--- src/rtl/fwd_hazard_unit.sv ---
// EX-stage operand forwarding selects and load-use stall generation.
// Tracks its own EX/MEM/WB destination shadow, advancing in lockstep with the pipeline registers.
module fwd_hazard_unit #(
    parameter int REG_AW = 5
) (
    input  logic              clk_i,
    input  logic              rst_i,
    input  logic              id_valid_i,
    input  logic [REG_AW-1:0] id_rs_i,
    input  logic [REG_AW-1:0] id_rt_i,
    input  logic [REG_AW-1:0] id_rd_i,
    input  logic              id_regwrite_i,
    input  logic              id_memread_i,
    input  logic              flush_i,
    output logic [1:0]        fwd_a_o,
    output logic [1:0]        fwd_b_o,
    output logic              stall_o,
    output logic [15:0]       stall_cnt_o
);

    localparam logic [1:0] SEL_REG = 2'd0;
    localparam logic [1:0] SEL_MEM = 2'd1;
    localparam logic [1:0] SEL_WB  = 2'd2;

    // EX slot
    logic              ex_v;
    logic [REG_AW-1:0] ex_rs;
    logic [REG_AW-1:0] ex_rt;
    logic [REG_AW-1:0] ex_rd;
    logic              ex_rw;
    logic              ex_mr;
    // MEM and WB slots
    logic              mem_v;
    logic [REG_AW-1:0] mem_rd;
    logic              mem_rw;
    logic              wb_v;
    logic [REG_AW-1:0] wb_rd;
    logic              wb_rw;

    logic mem_writes;
    logic wb_writes;
    logic id_accept;

    // ID->EX transfer: the ID instruction is accepted on any edge where
    // id_valid_i & ~stall_o & ~flush_i; stall_o acts as an inverted ready.
    assign id_accept = id_valid_i & ~stall_o & ~flush_i;

    assign mem_writes = mem_v & mem_rw & (mem_rd != '0);
    assign wb_writes  = wb_v  & wb_rw  & (wb_rd  != '0);

    always_comb begin
        fwd_a_o = SEL_REG;
        fwd_b_o = SEL_REG;
        if (ex_v) begin
            // MEM is checked first so the newest producer wins.
            if (mem_writes && (mem_rd == ex_rs))
                fwd_a_o = SEL_MEM;
            else if (wb_writes && (wb_rd == ex_rs))
                fwd_a_o = SEL_WB;

            if (mem_writes && (mem_rd == ex_rt))
                fwd_b_o = SEL_MEM;
            else if (wb_writes && (wb_rd == ex_rt))
                fwd_b_o = SEL_WB;
        end
    end

    always_comb begin
        stall_o = id_valid_i & ~flush_i & ex_v & ex_mr & (ex_rd != '0)
                & ((ex_rd == id_rs_i) | (ex_rd == id_rt_i));
    end

    always_ff @(posedge clk_i) begin
        if (!rst_i) begin
            ex_v        <= 1'b0;
            ex_rs       <= '0;
            ex_rt       <= '0;
            ex_rd       <= '0;
            ex_rw       <= 1'b0;
            ex_mr       <= 1'b0;
            mem_v       <= 1'b0;
            mem_rd      <= '0;
            mem_rw      <= 1'b0;
            wb_v        <= 1'b0;
            wb_rd       <= '0;
            wb_rw       <= 1'b0;
            stall_cnt_o <= 16'd0;
        end else begin
            mem_v  <= ex_v;
            mem_rd <= ex_rd;
            mem_rw <= ex_rw;
            wb_v   <= mem_v;
            wb_rd  <= mem_rd;
            wb_rw  <= mem_rw;

            if (id_accept) begin
                ex_v  <= 1'b1;
                ex_rs <= id_rs_i;
                ex_rt <= id_rt_i;
                ex_rd <= id_rd_i;
                ex_rw <= id_regwrite_i;
                ex_mr <= id_memread_i;
            end else begin
                ex_v  <= 1'b0;
            end

            if (stall_o && (stall_cnt_o != 16'hFFFF))
                stall_cnt_o <= stall_cnt_o + 16'd1;
        end
    end

endmodule

--- config.mk ---
export PLATFORM = sky130hd
export DESIGN_NAME = fwd_hazard_unit
export DESIGN_NICKNAME = d
export VERILOG_FILES = /design/src/rtl/fwd_hazard_unit.sv
export SDC_FILE = /design/constraint.sdc
export NUM_CORES = 1
export LEC_CHECK = 0
export ABC_AREA = 1
export ABC_CLOCK_PERIOD_IN_PS = 1790
export BUFFER_PORTS_ARGS = -buffer_cell sky130_fd_sc_hd__buf_4
export CORE_MARGIN = 1
export CORE_UTILIZATION = 45
export CTS_CLUSTER_SIZE = 28
export DETAILED_ROUTE_END_ITERATION = 10
export PLACE_DENSITY = 0.66
export SYNTH_ARGS = -nofsm -noshare
export SYNTH_HDL_FRONTEND = slang
export SYNTH_SLANG_ARGS = --single-unit
--- constraint.sdc ---
create_clock -name clk_i -period 1.79 [get_ports clk_i]
set_input_delay 0.358 -clock clk_i [delete_from_list [all_inputs] [get_ports clk_i]]
set_output_delay 0.358 -clock clk_i [all_outputs]
set_load 0.01 [all_outputs]
==> flow_summary_export.csv <==
group,metric,value,unit
clock_tree,cts_inserted_buffers,5,
power_and_ir_drop,p_leak,0.00166,uW
timing,hold_viol_final,0,
layout,final_layout_size_suffix_gt1_share,29.3,%
floorplanning,row_count,27,
synthesis,synth_ff_type,"dfxtp_1",
clock_tree,cts.sinks,48,
detailed_routing,detailroute.via_count,2584,
clock_tree,cts_tree,"yes",
worst_setup_path,critical_path_arrival,1.39,ns
worst_setup_path,critPathCaptureType,"output pin",
synthesis,yosysWarnings,0,
grt,first_global_vias,2302,
clock_tree,cts_buffer_depth,2,
layout,nets,471,
status,status,"finished clean",
floorplanning,die_h,79.5,um
detailed_routing,first_iter_violations,149,
grt,antenna_found_initial,0,
synthesis,synth_area,2700,um2
min_path,hold_class,"primary input to register",
timing,grt_setup_unrepaired,"yes",
timing,tightest_slew,0.489,ns
power_and_ir_drop,vdd_ir_drop_max,331,uV
timing,setup_violations,0,
synthesis,ys_seq_area_share,35.6,%
worst_setup_path,startpoint_type,"register",
min_path,whs_path_depth,3,
synthesis,ys_seq_elements,48,
floorplanning,io-pin-count,42,
layout,design_area,3360,um2
timing,period_needed,1.75,ns
detailed_routing,dr.pass1.iters,4,
power_and_ir_drop,p_total,2140,uW
synthesis,synthesis.nets,421,
min_path,min-delay-start,"id_memread_i",
worst_setup_path,required,1.43,ns
layout,finalCoreUtilization,59.6,%
worst_setup_path,r2r_slack,0.17,ns
power_and_ir_drop,powerDensity,635,nW/um2
grt,grt.total_usage,21.3,%
placed_design,portBuffers,41,
floorplanning,core_area,5640,um2
detailed_routing,route.detailed.drc,0,
synthesis,synth_cell_types,29,
placed_design,gp_congestion,0.916,
detailed_routing,vias_per_cell,4.95,
timing,fmax,571,MHz
placed_design,placed_area,3130,um2
synthesis,syn_area_per_cell,6.77,um2
timing,slew-limit-headroom,67.3,%
clock_tree,cts_root_buf,"clkbuf_8",
placed_design,hpwlAfterDp,4680,um
min_path,min_to,"ex_mr$_SDFFE_PN0P_",
layout,fillCellCount,528,
worst_setup_path,r2r_start,"ex_rd[4]$_SDFFE_PN0P_",
worst_setup_path,cp_cell_sequence,"xnor2_2, nand3_1, nor3_2, nand4_1, a21oi_1, buf_4",
synthesis,async_reset_ff_share,0,%
worst_setup_path,rr_worst_depth,10,
timing,period_share,97.9,%
worst_setup_path,cpPeakStageDelay,0.38,ns
worst_setup_path,path_class,"register to output pin",
floorplanning,die_area,6320,um2
synthesis,synth_cells,399,
clock_tree,insertion_delay,0.31,ns
timing,maxSlewViolCount,0,
floorplanning,die_w,79.5,um
flow_run,drv_cap,0,
detailed_routing,ant_nets,0,
timing,finClkSkew,0.0103,ns
grt,grt_pass1_wl,10500,um
detailed_routing,drt-wirelength-per-cell,11.9,um
clock_tree,clkTransAtPathRegs,0.08,ns
detailed_routing,totalWireLength,6200,um
layout,area_growth,24.5,%
floorplanning,start_util,47.9,%
grt,grt_max_degree,29,
worst_setup_path,crit_slowest_cell,"dfxtp_4",
layout,n_antenna_cell,0,
synthesis,synth_edf_count,0,
worst_setup_path,timing.rr.end,"ex_rs[2]$_SDFFE_PN0P_",
worst_setup_path,worstPathMaxFanout,3,
grt,grt.overflow.total,0,
timing,tns,0,ns
clock_tree,cts_max_level,2,
==> area by class of cell <==
class	count	area, um2	share of cell area (%)
Multi-Input combinational cell	282	1540	45.9
Sequential cell	48	995	29.6
Timing Repair Buffer	57	432	12.8
Inverter	55	206	6.14
Tap cell	72	90.1	2.68
Clock buffer	6	82.6	2.46
Clock inverter	2	15.0	0.446
==> metrics by stage <==
stage	setup slack (ns)	instances	hold slack, ns
6_report	0.0377	522	0.279
5_1_grt	-0.0786	522	0.285
4_1_cts	0.00185	522	0.280
3_5_place_dp	0.0904	513	0.425
3_3_place_gp	0.0928	513	0.419
2_1_floorplan	0.150	399	0.405
==> flip-flops by register name, indices dropped and copies added, names as in the netlist <==
signal,flops
mem_rd,5
ex_rw,1
wb_v,1
wb_rw,1
ex_rt,5
ex_rd,5
stall_cnt_o,16
ex_rs,5
mem_rw,1
wb_rd,5
ex_v,1
mem_v,1
ex_mr,1
==> worst max-delay path, delay by kind of cell (launching register included) <==
| kind | cells | cell delay (ns) |
|---|---|---|
| flip-flops | 1 | 0.38 |
| AND/OR/NAND/NOR | 3 | 0.30 |
| XOR/XNOR | 1 | 0.15 |
| buffers and inverters | 1 | 0.14 |
| AO/OA/AOI/OAI | 1 | 0.13 |
==> power by group <==
group	internal, uW	switching, uW
registers	1110	48.4
logic	138	152
clock network	313	375
total	1560	575
==> worst max path at each step <==
stage | cells after the start | to | start
after detailed placement | 11 | stall_cnt_o[6]$_SDFFE_PN0P_ | id_rs_i[0]
after floorplan | 8 | stall_o | flush_i
after global routing | 6 | fwd_a_o[1] | ex_rs[2]$_SDFFE_PN0P_
after global placement | 11 | stall_cnt_o[13]$_SDFFE_PN0P_ | id_rs_i[0]
final | 6 | fwd_b_o[1] | ex_rt[2]$_SDFFE_PN0P_
after CTS | 6 | fwd_b_o[1] | ex_rt[2]$_SDFFE_PN0P_
==> cell usage in the layout (no fill, tap or decap), drive strengths merged <==
cell	netlist	layout
buf	9	57
or2	3	3
o21ai	1	1
nand2	115	115
clkbuf	5	6
nor4	2	2
a21oi	26	26
and2	2	2
clkinvlp	0	2
ha	1	1
nand4	24	24
xor2	8	8
nor3	4	4
dfxtp	48	48
xnor2	19	19
nand3	25	25
inv	55	55
nor2	41	41
nand3b	11	11
==> cells by family after synthesis <==
group / Yosys count / synth area share, %
simple gates: 227 / 38.4
buf+inv: 69 / 10.5
flops: 48 / 35.6
compound gates: 27 / 6.25
xor+xnor: 27 / 8.75
fa+ha+maj: 1 / 0.463
==> metal layers <==
layer / up-vias / routed length [um] / global-route usage [%]
li1: 1359 / - / -
met3: 6 / 348 / 4.11
met1: 1155 / 3090 / 29.8
met4: 0 / 66 / 6.00
met2: 64 / 2690 / 33.2
met5: - / 0 / 0
==> cells in the mapped netlist (2+ instances only) <==
| cell type | instances | area, um2 |
|---|---|---|
| nand2_1 | 113 | 424 |
| inv_1 | 50 | 188 |
| dfxtp_1 | 48 | 961 |
| nor2_1 | 39 | 146 |
| nand3_1 | 23 | 115 |
| nand4_1 | 23 | 144 |
| xnor2_1 | 19 | 166 |
| a21oi_1 | 17 | 85.1 |
| nand3b_1 | 11 | 82.6 |
| a21oi_2 | 9 | 78.8 |
| xor2_1 | 8 | 70.1 |
| buf_2 | 5 | 25.0 |
| clkbuf_1 | 5 | 18.8 |
| inv_2 | 5 | 18.8 |
| nor3_1 | 3 | 15.0 |
| and2_1 | 2 | 12.5 |
| buf_6 | 2 | 22.5 |
| nand2_2 | 2 | 12.5 |
| nand3_2 | 2 | 20.0 |
| nor2_2 | 2 | 12.5 |
| nor4_1 | 2 | 12.5 |
| or2_2 | 2 | 12.5 |
==> timing repair <==
item                                   in CTS  in global routing
setup endpoints to repair                   5                 19
pin swaps                                   2                 11
gates resized for setup                    20                 28
setup buffers                               1                  0
endpoints found under the hold margin       0                  0
hold buffers                                0                  0
(Power assumes the default switching activity.)
